`src/rtl/spi_xfer_ctrl_if.sv`:
```
// Register-block side of the SPI transfer sequencer: transfer request/data in,
// progress, receive strobe and received byte out.
interface spi_xfer_ctrl_if #(
    parameter int DATA_W = 8
);
    logic              send_data;
    logic [DATA_W-1:0] mosi_data;
    logic              tip;
    logic              receive_data;
    logic [DATA_W-1:0] miso_data;

    modport master (output send_data, mosi_data, input tip, receive_data, miso_data);
    modport slave  (input send_data, mosi_data, output tip, receive_data, miso_data);
endinterface

```
`src/rtl/spi_xfer_ctrl.sv`:
```
// Master-mode SPI transfer sequencer: baud divider, edge sequencing and the
// transmit/receive shift registers between the register block and the SPI pins.
module spi_xfer_ctrl #(
    parameter int DATA_W = 8,
    parameter int DIV_W  = 12
) (
    input  logic           pclk,
    input  logic           preset_n,
    input  logic           mstr,
    input  logic           cpol,
    input  logic           cpha,
    input  logic           lsbfe,
    input  logic           spiswai,
    input  logic [2:0]     sppr,
    input  logic [2:0]     spr,
    input  logic [1:0]     spi_mode,
    input  logic           miso,
    output logic           sclk,
    output logic           mosi,
    output logic           ss,
    spi_xfer_ctrl_if.slave xfer
);
    localparam int EDGES  = 2 * DATA_W;
    localparam int EDGE_W = $clog2(EDGES + 1);

    typedef enum logic [2:0] {IDLE, SETUP, SHIFT, TRAIL, DONE} state_t;

    state_t              state, next_state;
    logic [DIV_W-1:0]    div_cnt, half_q, half_d;
    logic [EDGE_W-1:0]   edge_cnt;
    logic [DATA_W-1:0]   tx_sr, rx_sr, miso_q;
    logic                cpol_q, cpha_q, lsbfe_q;
    logic                act, start, phase_end, last_edge, edge_tick;

    function automatic logic pick(input logic [DATA_W-1:0] v, input logic lsb);
        return lsb ? v[0] : v[DATA_W-1];
    endfunction

    function automatic logic [DATA_W-1:0] advance(input logic [DATA_W-1:0] v, input logic lsb);
        return lsb ? (v >> 1) : (v << 1);
    endfunction

    // NOTE: every signal written here gets a default first so no path leaves it unassigned (no latches).
    always_comb begin
        act        = mstr && (spi_mode == 2'b00 || (spi_mode == 2'b01 && !spiswai));
        start      = (state == IDLE) && xfer.send_data && act;
        half_d     = (DIV_W'(sppr) + DIV_W'(1)) << spr;
        phase_end  = (div_cnt == half_q - DIV_W'(1));
        last_edge  = (edge_cnt == EDGE_W'(EDGES - 1));
        edge_tick  = (state == SHIFT) && act && phase_end;
        next_state = state;
        case (state)
            IDLE:  if (start) next_state = SETUP;
            SETUP: if (!mstr) next_state = IDLE;
                   else if (act && phase_end) next_state = SHIFT;
            SHIFT: if (!mstr) next_state = IDLE;
                   else if (edge_tick && last_edge) next_state = TRAIL;
            TRAIL: if (!mstr) next_state = IDLE;
                   else if (act && phase_end) next_state = DONE;
            DONE:  next_state = IDLE;
            default: next_state = IDLE;
        endcase
    end

    // NOTE: state elements use non-blocking assignments so all registers update together at the edge.
    always_ff @(posedge pclk) begin
        if (!preset_n) state <= IDLE;
        else           state <= next_state;
    end

    assign xfer.tip          = (state != IDLE);
    assign ss                = (state == IDLE) || (state == DONE);
    assign xfer.receive_data = (state == DONE);
    assign xfer.miso_data    = miso_q;

    always_ff @(posedge pclk) begin
        if (!preset_n) begin
            sclk     <= cpol;
            mosi     <= 1'b0;
            tx_sr    <= '0;
            rx_sr    <= '0;
            miso_q   <= '0;
            div_cnt  <= '0;
            edge_cnt <= '0;
            half_q   <= '0;
            cpol_q   <= 1'b0;
            cpha_q   <= 1'b0;
            lsbfe_q  <= 1'b0;
        end else begin
            case (state)
                IDLE: begin
                    sclk    <= cpol;
                    div_cnt <= '0;
                    if (start) begin
                        half_q   <= half_d;
                        cpol_q   <= cpol;
                        cpha_q   <= cpha;
                        lsbfe_q  <= lsbfe;
                        edge_cnt <= '0;
                        // With cpha=0 the first bit must be on mosi before the leading edge.
                        if (!cpha) begin
                            mosi  <= pick(xfer.mosi_data, lsbfe);
                            tx_sr <= advance(xfer.mosi_data, lsbfe);
                        end else begin
                            tx_sr <= xfer.mosi_data;
                        end
                    end
                end
                DONE: sclk <= cpol_q;
                default: begin
                    if (!mstr) begin
                        sclk <= cpol;
                    end else if (act) begin
                        div_cnt <= phase_end ? '0 : div_cnt + DIV_W'(1);
                        if (edge_tick) begin
                            sclk     <= ~sclk;
                            edge_cnt <= edge_cnt + EDGE_W'(1);
                            // Edge parity vs cpha selects sample edges; the others drive the next bit.
                            if (edge_cnt[0] == cpha_q) begin
                                rx_sr <= lsbfe_q ? {miso, rx_sr[DATA_W-1:1]}
                                                 : {rx_sr[DATA_W-2:0], miso};
                            end else if (!last_edge) begin
                                mosi  <= pick(tx_sr, lsbfe_q);
                                tx_sr <= advance(tx_sr, lsbfe_q);
                            end
                        end
                        if (state == TRAIL && phase_end) miso_q <= rx_sr;
                    end
                end
            endcase
        end
    end
endmodule

```
`src/flat_wrapper.sv`:
```
// flat-port wrapper written by rule: the top's interface ports become plain ports
module spi_xfer_ctrl_flat 
#(
    parameter int DATA_W = 8,
    parameter int DIV_W  = 12
)
  (pclk, preset_n, mstr, cpol, cpha, lsbfe, spiswai, sppr, spr, spi_mode, miso, sclk, mosi, ss, xfer_send_data, xfer_mosi_data, xfer_tip, xfer_receive_data, xfer_miso_data);
  spi_xfer_ctrl_if #(.DATA_W(DATA_W)) xfer_i ();
  input  logic pclk;
  input  logic preset_n;
  input  logic mstr;
  input  logic cpol;
  input  logic cpha;
  input  logic lsbfe;
  input  logic spiswai;
  input  logic [2:0] sppr;
  input  logic [2:0] spr;
  input  logic [1:0] spi_mode;
  input  logic miso;
  output logic sclk;
  output logic mosi;
  output logic ss;
  input wire logic [$bits(xfer_i.send_data)-1:0] xfer_send_data;
  input wire logic [$bits(xfer_i.mosi_data)-1:0] xfer_mosi_data;
  output wire logic [$bits(xfer_i.tip)-1:0] xfer_tip;
  output wire logic [$bits(xfer_i.receive_data)-1:0] xfer_receive_data;
  output wire logic [$bits(xfer_i.miso_data)-1:0] xfer_miso_data;
  assign xfer_i.send_data = xfer_send_data;
  assign xfer_i.mosi_data = xfer_mosi_data;
  assign xfer_tip = xfer_i.tip;
  assign xfer_receive_data = xfer_i.receive_data;
  assign xfer_miso_data = xfer_i.miso_data;
  spi_xfer_ctrl #(.DATA_W(DATA_W), .DIV_W(DIV_W)) u_core (.pclk(pclk), .preset_n(preset_n), .mstr(mstr), .cpol(cpol), .cpha(cpha), .lsbfe(lsbfe), .spiswai(spiswai), .sppr(sppr), .spr(spr), .spi_mode(spi_mode), .miso(miso), .sclk(sclk), .mosi(mosi), .ss(ss), .xfer(xfer_i));
endmodule
```
`config.mk`:
```
export PLATFORM = sky130hd
export DESIGN_NAME = spi_xfer_ctrl_flat
export DESIGN_NICKNAME = d
export VERILOG_FILES = /design/src/rtl/spi_xfer_ctrl_if.sv /design/src/rtl/spi_xfer_ctrl.sv /design/src/flat_wrapper.sv
export SDC_FILE = /design/constraint.sdc
export NUM_CORES = 1
export LEC_CHECK = 0
export CAP_MARGIN = 20
export CORE_MARGIN = 4
export CORE_UTILIZATION = 38
export DETAILED_ROUTE_END_ITERATION = 8
export HOLD_SLACK_MARGIN = 0.08
export PLACE_DENSITY = 0.64
export SETUP_SLACK_MARGIN = 0.3
export SYNTH_ARGS = -nofsm -noshare
export SYNTH_HDL_FRONTEND = slang
export SYNTH_SLANG_ARGS = --single-unit
```
`constraint.sdc`:
```
create_clock -name pclk -period 2.6 [get_ports pclk]
set_clock_uncertainty 0.1 [all_clocks]
set_input_delay 0.52 -clock pclk [delete_from_list [all_inputs] [get_ports pclk]]
set_output_delay 0.52 -clock pclk [all_outputs]
set_load 0.05 [all_outputs]
```
==> impl_metrics.ini, run 1 <==
[yosys]
ys_seq_elements = 60
syn_area_um2 = 3780
ys_async_sr_fraction_pct = 0
yosys_warnings = 0
synth_seq_area_share_pct = 32.0
synth_edf_count = 1
ys.flop_type = dfxtp_1
syn_inst = 481
syn_area_per_cell_um2 = 7.86
ys_types = 67
syn-num-nets = 511

[finish]
final_common_cell = nand2_1
finalNetCount = 591
antennaDiodeCount = 0
final_area_um2 = 5260
syn_to_final_growth_pct = 39.0
n_fill_cell = 913
layout_common_cells = nand2_1, buf_4, dfxtp_1
final_cells = 699
drive_above_1_share_pct = 28.4

[clocking]
root_buffer = clkbuf_8
clkTransAtPathRegs_ns = 0.07
htree_levels = 3
insertion_delay_ns = 0.35
cts-buffers-inserted = 9
holdBufCountCts = 0
cts_buffer_depth = 2
cts_tree = yes
clock_sinks = 60

[timing]
fin_crit_sh_pct = 96.3
setup_viol = 0
slew_headroom_pct = 66.2
fin_crit_ns = 2.50
hold_violations = 0
worst_pin_slew_ns = 0.506
final_max_slew_viol_count = 0
max_freq_mhz = 399
rsz0062_at_grt = yes

[die]
die_x_um = 108
ios = 38
placementRows = 36
core-area_um2 = 9730
initial_core_util_pct = 38.9
die-area_um2 = 11600
die_y_um = 108

[placed_design]
hpwl_mm = 7.36
io_buffers = 37
placed_cell_area_um2 = 4530
gp_congestion = 0.886
dp_cells = 660

[worst_hold_path]
holdCritStartpoint = u_core.cpol_q
hold_path_depth = 2
hp-class = flop to flop

[grt]
use_met1_pct = 24.8
busiest_layer = met2
grt_first_pass_wirelength_mm = 17.5
grt_start_max_net_pins = 24
use_met3_pct = 2.88
grt_use_total_pct = 18.6
grt-ovfl-total = 0
met2_usage_pct = 30.3
antenna_found_initial = 0
grt_pass1_vias = 3618

[flow_run]
cap_violations = 0

[critical_path]
crit_start = u_core.half_q[4]
cp.required_ns = 2.77
worst-path-buf-inv = 3
worstPathCellList = nor3_4 -> buf_4 -> a31o_4 -> a211o_1 -> buf_6 -> a32oi_4 -> nand2_2 -> nor4b_4 -> buf_6 -> mux2i_2
reg2reg_from = u_core.half_q[4]
critPathKind = flop to flop
reg2regPathDepth = 10
slowest_stage = dfxtp_4
crit_path_end = u_core.rx_sr[5]
critPathLaunchType = flop
slowest_delay_ns = 0.39
cp_common_cell = buf_6
worstPathArrival_ns = 2.67
end_kind = flop
cp_num_cells = 10
critPathTopFamily = compound AO/OA/AOI/OAI gates
reg2reg_to = u_core.rx_sr[5]
regToRegSetupSlack_ns = 0.1
crit_fanout = 8

[detailed_routing]
routed_wl_mm = 10.5
via_per_inst = 5.47
drcViolationCount = 0
firstDrtPassIters = 5
drtAntennaViolNets = 0
vias = 3823
first_iter_violations = 205
wl_per_cell_um = 15.0

[pwr]
power.leakage_nw = 1.84
p_per_area_nw_per_um2 = 405
ir_drop_mv = 0.210

[outcome]
status = finished clean
[through the flow]
| step | power, mW | hold WS, ns | util [%] | setup TNS (ns) | setup WS [ns] |
|---|---|---|---|---|---|
| 2_1_floorplan | 1.15 | 0.337 | - | 0 | 0.237 |
| 3_5_place_dp | 1.26 | 0.356 | 46.5 | -2.03 | -0.166 |
| 4_1_cts | 2.11 | 0.366 | 51.7 | 0 | 0.115 |
| 6_report | 2.13 | 0.366 | 54.0 | 0 | 0.0963 |
| 5_1_grt | 2.22 | 0.381 | 54.0 | -0.0666 | -0.0198 |
| 3_3_place_gp | 1.26 | 0.345 | 46.5 | -1.76 | -0.151 |
[registers in the layout (all words and copies together), names as in the netlist]
signal / count
u_core.sclk: 1
u_core.half_q: 11
u_core.mosi: 1
u_core.cpha_q: 1
u_core.xfer.miso_data: 8
u_core.cpol_q: 1
u_core.edge_cnt: 5
u_core.state: 3
u_core.rx_sr: 8
u_core.tx_sr: 8
u_core.lsbfe_q: 1
u_core.div_cnt: 12
[Yosys cell counts, types with 12 or more instances]
library cell  count  share of area (%)
mux2i_1          31                8.2
dfxtp_1          59                 31
clkbuf_1         25                2.5
nand2_1          70                6.9
o21ai_0          27                3.6
nand3_1          28                3.7
xnor2_1          14                3.2
a21oi_1          36                4.8
nor2_1           36                3.6
inv_1            12                1.2
nor3_1           12                1.6
nand4_1          21                3.5
[where the power goes]
| group | internal [mW] | total, mW | switching, mW |
|---|---|---|---|
| Clock | 0.442 | 0.831 | 0.389 |
| Sequential | 0.930 | 0.947 | 0.0162 |
| Combinational | 0.161 | 0.351 | 0.190 |
[worst min path at each step]
stage	end	slack, ns
floorplan	u_core.cpol_q	0.34
global placement	u_core.cpol_q	0.34
detailed placement	u_core.cpol_q	0.36
CTS	u_core.cpol_q	0.37
global route	u_core.edge_cnt[4]	0.38
finish	u_core.cpol_q	0.37
[tightest hold or removal path, delay by kind of cell (launching register included)]
| family | cells | cell delay, ns |
|---|---|---|
| compound gates | 1 | 0.06 |
| flops | 1 | 0.31 |
| simple gates | 1 | 0.05 |
[routing by layer]
metal	routed length [um]	up-vias
li1	-	1905
met2	5170	78
met1	4730	1823
met5	0	-
met4	184	0
met3	363	17
[area by class of cell]
class	count	area [um2]	share of cell area (%)
clock inverter	6	65.1	1.24
sequential	60	1230	23.4
tap	133	166	3.17
clock buffer	10	128	2.43
inverter	12	48.8	0.929
multi-input combinational	377	2730	51.9
timing repair buffer	101	891	17.0
[logic make-up (layout without fill, tap and decap cells)]
| logic type | Yosys count | count (layout) | synth area share (%) |
|---|---|---|---|
| buffers and inverters | 44 | 129 | 4.96 |
| XOR/XNOR | 19 | 19 | 4.40 |
| flip-flops | 60 | 60 | 32.0 |
| multiplexers | 41 | 41 | 11.2 |
| adder cells (fa/ha/maj) | 5 | 5 | 1.65 |
| AO/OA/AOI/OAI | 109 | 109 | 19.1 |
| AND/OR/NAND/NOR | 203 | 203 | 26.7 |
[what timing repair did]
| item | 4_1_cts | 5_1_grt |
|---|---|---|
| setup endpoints to repair | 47 | 48 |
| buffers inserted | 12 | 10 |
| gates resized for setup | 52 | 37 |
| pin swaps | 30 | 15 |
| gates cloned | 0 | 1 |
Note: power is estimated with default switching activity, not from simulation.
==> run 2, diff against run 1 <==
Settings changed: CORE_MARGIN 4 to 1.5.
==> impl_metrics.ini, run 2 (synthesis results as in run 1) <==
[outcome]
status = finished clean

[finish]
final_cells = 683
largest_register_ffs = 12
postLayoutCoreUtil_pct = 51.5
layout_common_cells = nand2_1, dfxtp_1, buf_4
largest-register = u_core.div_cnt
top_regs = u_core.div_cnt x12, u_core.half_q x11
finalNetCount = 575
syn_to_final_growth_pct = 32.5
n_fill_cell = 964
antennaDiodeCount = 0
drive_above_1_share_pct = 24.2
final_common_cell = nand2_1

[grt]
grt_use_total_pct = 20.0
antenna_found_initial = 0
grt-ovfl-total = 0
grt_first_pass_wirelength_mm = 16.6
grt_pass1_vias = 3522
grt_start_max_net_pins = 40

[timing]
worst_slack_ns = 0.0831
rsz0062_at_grt = yes
max_freq_mhz = 397
setup_viol = 0
finalSetupTns_ns = 0
fin_crit_sh_pct = 96.8
worst_pin_slew_ns = 0.880
hold_violations = 0
final_max_slew_viol_count = 0
slew_headroom_pct = 41.3
fin_crit_ns = 2.52

[clocking]
htree_levels = 3
cts_buffer_depth = 2
root_buffer = clkbuf_8
cts-buffers-inserted = 9
cts_tree = yes
clock_sinks = 60
holdBufCountCts = 0
insertion_delay_ns = 0.35
clkTransAtPathRegs_ns = 0.07

[critical_path]
critPathLaunchType = flop
critPathKind = flop to flop
end_kind = flop
cp.required_ns = 2.75
crit_fanout = 7
reg2regPathDepth = 8
reg2reg_to = u_core.state[1]
regToRegSetupSlack_ns = 0.08
reg2reg_from = u_core.half_q[0]
worstPathArrival_ns = 2.67

[detailed_routing]
firstDrtPassIters = 4
vias = 3665
routed_wl_mm = 10.1
first_iter_violations = 176
wl_per_cell_um = 14.8
via_per_inst = 5.37
drtAntennaViolNets = 0
drcViolationCount = 0

[pwr]
clock_power_share_pct = 39.6
power_switching_share_pct = 27.7
power_frac_seq_pct = 45.1
p_sw_mw = 0.580
intPower_mw = 1.52
ir_drop_mv = 0.205
power.leakage_nw = 1.74
p_per_area_nw_per_um2 = 419
p_comb_share_pct = 15.3

[die]
die_y_um = 103
initial_core_util_pct = 38.9
core-area_um2 = 9730
die_x_um = 103
ios = 38
placementRows = 36
die-area_um2 = 10600

[worst_hold_path]
hold_path_depth = 2
hp-class = flop to flop
holdCritStartpoint = u_core.cpol_q
worstHoldEndpoint = u_core.cpol_q

[placed_design]
io_buffers = 37
hpwl_mm = 7.16
dpl_worst_slack_ns = -0.164
dp_cells = 652
gp_congestion = 0.871

[flow_run]
cap_violations = 0
run 2: cell types whose count changed in the layout (fill, tap and decap cells not counted), moves of 3 or more:
cell / change
buf_4: -15
nand3_1: +3
o21ai_0: +7
o21ai_1: -5
run 2: area by class of cell:
cell class	instances	area [um2]	share of cell area (%)
multi-input cells	377	2620	52.3
flip-flops and latches	60	1230	24.5
repair buffers	85	758	15.1
well taps	133	166	3.32
clock buffers	10	128	2.55
clock inverters	6	65.1	1.30
inverters	12	45.0	0.899
run 2: critical path, cell delays in order, from the launching register on:
cell and delay, ns:
dfxtp_4 0.37, inv_2 0.04, ha_4 0.18, a31o_4 0.22, a211o_1 0.32, and3_4 0.21, a2111oi_4 0.51, nand4_1 0.18
a2111oi_2 0.30
run 2: how the worst max path moves through the flow:
stage	slack (ns)	end	startpoint	cells past startpoint
CTS	0.12	u_core.rx_sr[6]	u_core.half_q[0]	10
floorplan	0.24	u_core.state[1]	u_core.half_q[2]	8
global placement	-0.11	u_core.tx_sr[1]	mstr	8
finish	0.08	u_core.state[1]	u_core.half_q[0]	8
global route	-0.05	u_core.state[1]	u_core.half_q[0]	8
detailed placement	-0.16	u_core.tx_sr[2]	mstr	8
run 2: stage by stage:
stage	instance area [um2]	hold slack, ns	power [mW]
floorplan	3840	0.337	1.15
global placement	4450	0.346	1.25
detailed placement	4450	0.357	1.26
CTS	4920	0.368	2.09
global route	5010	0.395	2.17
finish	5010	0.362	2.10
run 2: metal layers:
layer	track usage (%)	up-vias	wire length, um
li1	-	1877	-
met1	25.5	1695	4690
met2	34.5	76	4950
met3	2.98	17	303
met4	6.96	0	161
met5	0	-	0
run 2: what timing repair did:
action,4_1_cts,5_1_grt
gates cloned,0,0
buffers inserted,14,1
setup endpoints to repair,47,50
gates resized for setup,43,18
pin swaps,38,11
run 2: power groups by stage:
stage | registers [mW] | clock network, mW | logic (mW)
floorplan | 0.967 | 0 | 0.183
detailed placement | 0.967 | 0 | 0.289
global route | 0.947 | 0.874 | 0.350
finish | 0.945 | 0.831 | 0.321
global placement | 0.966 | 0 | 0.283
CTS | 0.946 | 0.837 | 0.308
==> run 3, diff against run 2 <==
Settings changed: GPL_TIMING_DRIVEN from default to 0.
==> impl_metrics.ini, run 3 (synthesis results as in run 1) <==
[outcome]
status = finished clean

[detailed_routing]
via_per_inst = 5.46
drtAntennaViolNets = 0
firstDrtPassIters = 5
wl_per_cell_um = 15.4
vias = 3766
first_iter_violations = 231
drcViolationCount = 0
routed_wl_mm = 10.6

[die]
die_y_um = 103
initial_core_util_pct = 38.9
ios = 38
die_x_um = 103
die-area_um2 = 10600
placementRows = 36
core-area_um2 = 9730

[clocking]
htree_levels = 3
cts-buffers-inserted = 9
cts_tree = yes
holdBufCountCts = 0
insertion_delay_ns = 0.34
cts_buffer_depth = 2
root_buffer = clkbuf_8
clkTransAtPathRegs_ns = 0.07
clock_sinks = 60

[critical_path]
slowest_delay_ns = 0.37
worstPathCellList = inv_2 -> ha_4 -> buf_6 -> a31o_4 -> a211o_1 -> and3_4 -> a2111oi_4 -> buf_6 -> nand4_1 -> a2111oi_2
worstPathArrival_ns = 2.69
crit_fanout = 4
critPathKind = flop to flop
worst-path-buf-inv = 3
critPathTopFamily = compound AO/OA/AOI/OAI gates
critPathLaunchType = flop
slowest_stage = dfxtp_4
end_kind = flop
cp.required_ns = 2.73
cp_common_cell = buf_6

[grt]
grt_pass1_vias = 3457
grt-ovfl-total = 0
grt_first_pass_wirelength_mm = 16.6
grt_use_total_pct = 20.0
grt_start_max_net_pins = 11
antenna_found_initial = 0

[placed_design]
io_buffers = 34
hpwl_mm = 7.38
dpl_worst_slack_ns = -0.736
gp_congestion = 0.859
dp_cells = 648

[finish]
largest-register = u_core.div_cnt
antennaDiodeCount = 0
top_regs = u_core.div_cnt x12, u_core.half_q x11
drive_above_1_share_pct = 26.4
postLayoutCoreUtil_pct = 53.1
layout_common_cells = nand2_1, dfxtp_1, nor2_1
syn_to_final_growth_pct = 36.7
largest_register_ffs = 12
final_common_cell = nand2_1
finalNetCount = 583
final_cells = 690

[timing]
finalSetupTns_ns = 0
rsz0062_at_grt = yes
fin_crit_ns = 2.56
setup_viol = 0
worst_slack_ns = 0.0411
hold_violations = 0
slew_headroom_pct = 57.2
final_max_slew_viol_count = 0
max_freq_mhz = 391
fin_crit_sh_pct = 98.4
holdWs_ns = 0.357
worst_pin_slew_ns = 0.641

[pwr]
ir_drop_mv = 0.190
power.leakage_nw = 1.77
p_per_area_nw_per_um2 = 412

[worst_hold_path]
hp-class = flop to flop

[flow_run]
cap_violations = 0
## run 3: cell types whose count changed in the layout (fill, tap and decap cells not counted), sizes merged
cell,delta
buf,-12
clkbuf,+24
clkdlybuf4s50,-7
clkinv,-1
clkinvlp,-1
dlygate4sd2,+3
dlymetal6s2s,+1
## run 3: worst reg2reg max path: stages, from the launching register on
cell       delay (ns)
dfxtp_4          0.37
inv_2            0.05
ha_4             0.16
buf_6            0.12
a31o_4           0.21
a211o_1          0.34
and3_4           0.18
a2111oi_4        0.35
buf_6            0.15
nand4_1          0.12
a2111oi_2        0.32
## run 3: path summary, 6_finish.rpt
check	start	endpoint	slack, ns	cells after the start
setup / recovery	u_core.half_q[1]	u_core.state[1]	0.04	10
hold / removal	u_core.cpol_q	u_core.cpol_q	0.36	2
setup reg to reg	u_core.half_q[1]	u_core.state[1]	0.04	10
hold reg to reg	u_core.cpol_q	u_core.cpol_q	0.36	2
## run 3: what timing repair did
action	in CTS	in global routing
endpoints found under the setup margin	63	55
pin swaps	15	44
buffers inserted	10	15
cloned	1	1
gates resized for setup	58	70
## run 3: layer usage
layer	vias up	GRT usage, %	share of wire [%]
li1	1896	-	-
met2	89	31.7	47
met5	-	0	0
met3	17	3.32	4.6
met1	1764	27.2	46
met4	0	7.90	2.6
## run 3: area by class of cell
cell class                      instances  area, um2
Timing Repair Buffer                   61        577
Multi-Input combinational cell        377       2760
Clock inverter                          4       48.8
Tap cell                              133        166
Fill cell                             906       4560
Sequential cell                        60       1230
Buffer                                 32        188
Clock buffer                           11        151
Inverter                               12       45.0
## run 3: through the flow
stage	area (um2)	power (mW)
floorplan	3840	1.15
global placement	4350	1.24
detailed placement	4350	1.25
CTS	4780	2.11
global route	5170	2.22
finish	5170	2.13
## run 3: power breakdown
| part | internal (mW) | leakage [nW] | switching [mW] |
|---|---|---|---|
| registers | 0.929 | 0.492 | 0.0133 |
| clock network | 0.488 | 0.105 | 0.376 |
| logic | 0.135 | 1.17 | 0.187 |
| total | 1.55 | 1.77 | 0.576 |
==> patch: new RTL, flow settings as in run 3 <==
Register the output `ss`, cleared by the reset; this adds one clock of latency there. The other outputs are not delayed to match.
--- a/src/rtl/spi_xfer_ctrl.sv
+++ b/src/rtl/spi_xfer_ctrl.sv
@@ -69,7 +69,13 @@
     end
 
     assign xfer.tip          = (state != IDLE);
-    assign ss                = (state == IDLE) || (state == DONE);
+    always_ff @(posedge pclk) begin
+        if (!preset_n) begin
+            ss <= '0;
+        end else begin
+            ss <= (state == IDLE) || (state == DONE);
+        end
+    end
     assign xfer.receive_data = (state == DONE);
     assign xfer.miso_data    = miso_q;
 
Check against the original RTL: not equivalent (a bounded check fails within 4 cycles, from zero or initial values and one cycle with preset_n low).
==> patch against run 3 <==
  * The run now ends with negative setup slack left
  * Clock power grew 35%
  * Power rose by 15%
  * Fmax fell by 3.9%
  * Worst hold slack better by 8.5 ps
  * Critical path depth is 4 higher
  * Cell area about the same
  * Routed wire length is 3.5% lower
  * Sequential cell count is 1 higher
  * Sequential power rose by 1%
  * Area after synthesis up 1.1%
  * Setup slack got worse by 100 ps
  * Global-route usage increased by 0.38 points
  * Highest routed layer unchanged
==> patch: results <==
set metrics [dict create \
    status "complete, but fails checks" \
    failed_checks "negative setup slack" \
    dr.pass1.iters 4 \
    p_sw_frac 0.252 \
    hold_class "flop to flop" \
    synthTopCellsByArea "dfxtp_1 31%, mux2i_1 11%, nand2_1 7.6%" \
    ir_drop_v 0.000249 \
    cp_max_fo 8 \
    routed_wl_mm 10.3 \
    place_congestion 0.893 \
    initialDrtViolationCount 173 \
    timing.hold.ws_ps 365 \
    synthTopCellsByCount "77 x nand2_1, 60 x dfxtp_1, 42 x mux2i_1" \
    tightestPinTransition_ps 603 \
    grt_pass1_vias 3430 \
    ys_warn_count 0 \
    ctsRootBufferMaster "clkbuf_8" \
    clkTransAtPathRegs_ps 80 \
    timing.rr.start "u_core.half_q[1]$_SDFFE_PN0P_" \
    synth_edf_count 1 \
    synth-main-ff-cell "dfxtp_1" \
    antenna_found_initial 0 \
    nets 566 \
    setup_viol 18 \
    htreeDepth 3 \
    ys_types 62 \
    synth_nets 486 \
    viasPerCell 5.32 \
    async_flop_share 0 \
    hold_depth 2 \
    drive_above_1_share 0.220 \
    grt_util_all_layers 0.204 \
    grt_pass1_wl_mm 16.7 \
    ff2ff_path_depth 14 \
    numPortBuffers 34 \
    arrival_ps 2800 \
    min_to "u_core.mosi$_SDFFE_PN0P_" \
    antenna_cells 0 \
    setup_ws_ps -62.2 \
    reg_top3 "u_core.div_cnt x12, u_core.half_q x11" \
    place.detailed.hpwl_mm 6.92 \
    leakage_nw 2.07 \
    cts_buffers 9 \
    min_from "u_core.mosi$_SDFFE_PN0P_" \
    reg2reg_to "u_core.tx_sr[0]$_SDFFE_PN0P_" \
    ys_seq_area_frac 0.322 \
    grt_start_max_net_pins 13 \
    placed_area_um2 4380 \
]
==> patch: area by class of cell <==
class	instances	area, µm²
Multi-Input combinational cell	358	2610
Inverter	6	27.5
Timing Repair Buffer	69	686
Sequential cell	61	1230
Clock buffer	9	124
Tap cell	133	166
Clock inverter	7	145
Fill cell	891	4600
Buffer	31	178
==> patch: power by group through the flow <==
stage	logic (mW)	clock network (mW)	registers, mW
2_1_floorplan	0.176	0	0.984
3_3_place_gp	0.269	0	0.978
5_1_grt	0.356	1.22	0.958
4_1_cts	0.312	1.18	0.956
3_5_place_dp	0.274	0	0.978
6_report	0.330	1.17	0.956
==> patch: kinds of logic after synthesis <==
group | synth area share
DFF | 0.322
xor gates and xnor gates | 0.0458
AOI/OAI and AO/OA | 0.148
and+or+nand+nor | 0.291
muxes | 0.137
adders and majority gates | 0.0164
buffers and inverters | 0.0396
==> patch: what timing repair did <==
item	4_1_cts	5_1_grt
gates resized for setup	52	16
setup endpoints to repair	55	48
endpoints found under the hold margin	0	0
setup buffers	23	12
pin swaps	21	8
==> patch: how the worst max path moves through the flow <==
stage,start,endpoint,slack [ps],cells past startpoint
2_1_floorplan,u_core.half_q[1]$_SDFFE_PN0P_,u_core.xfer.miso_data[0]$_SDFFE_PN0P_,90,12
3_3_place_gp,u_core.state[0]$_SDFFE_PN0P_,xfer_tip,-270,5
3_5_place_dp,u_core.state[0]$_SDFFE_PN0P_,xfer_tip,-280,5
4_1_cts,u_core.half_q[1]$_SDFFE_PN0P_,u_core.xfer.miso_data[1]$_SDFFE_PN0P_,-110,12
5_1_grt,u_core.half_q[1]$_SDFFE_PN0P_,u_core.tx_sr[7]$_SDFFE_PN0P_,-160,12
6_report,u_core.half_q[1]$_SDFFE_PN0P_,u_core.tx_sr[0]$_SDFFE_PN0P_,-60,14
==> patch: worst max-delay path, cell delays in order, from the launching register on <==
cell and delay [ps]:
dfxtp_2 340, buf_8 110, inv_4 30, ha_4 160
buf_8 130, o21bai_4 170, a211oi_2 200, a31oi_1 70
a31o_2 310, buf_6 130, nor4_4 280, buf_6 170
a21oi_4 60, buf_12 170, mux2i_1 110
==> patch: per-stage QoR <==
| stage | setup slack [ps] | power, mW | setup TNS [ps] | instances |
|---|---|---|---|---|
| floorplan | 90.9 | 1.16 | 0 | 456 |
| global placement | -266 | 1.25 | -5320 | 623 |
| CTS | -111 | 2.45 | -1570 | 662 |
| detailed placement | -279 | 1.25 | -7360 | 623 |
| global route | -165 | 2.53 | -4070 | 674 |
| finish | -62.2 | 2.45 | -682 | 674 |
==> patch: layer usage <==
layer / global-route usage / routed length [µm]
met5: 0 / 0
met4: 0.0988 / 269
met3: 0.0309 / 390
met2: 0.347 / 5000
met1: 0.252 / 4590
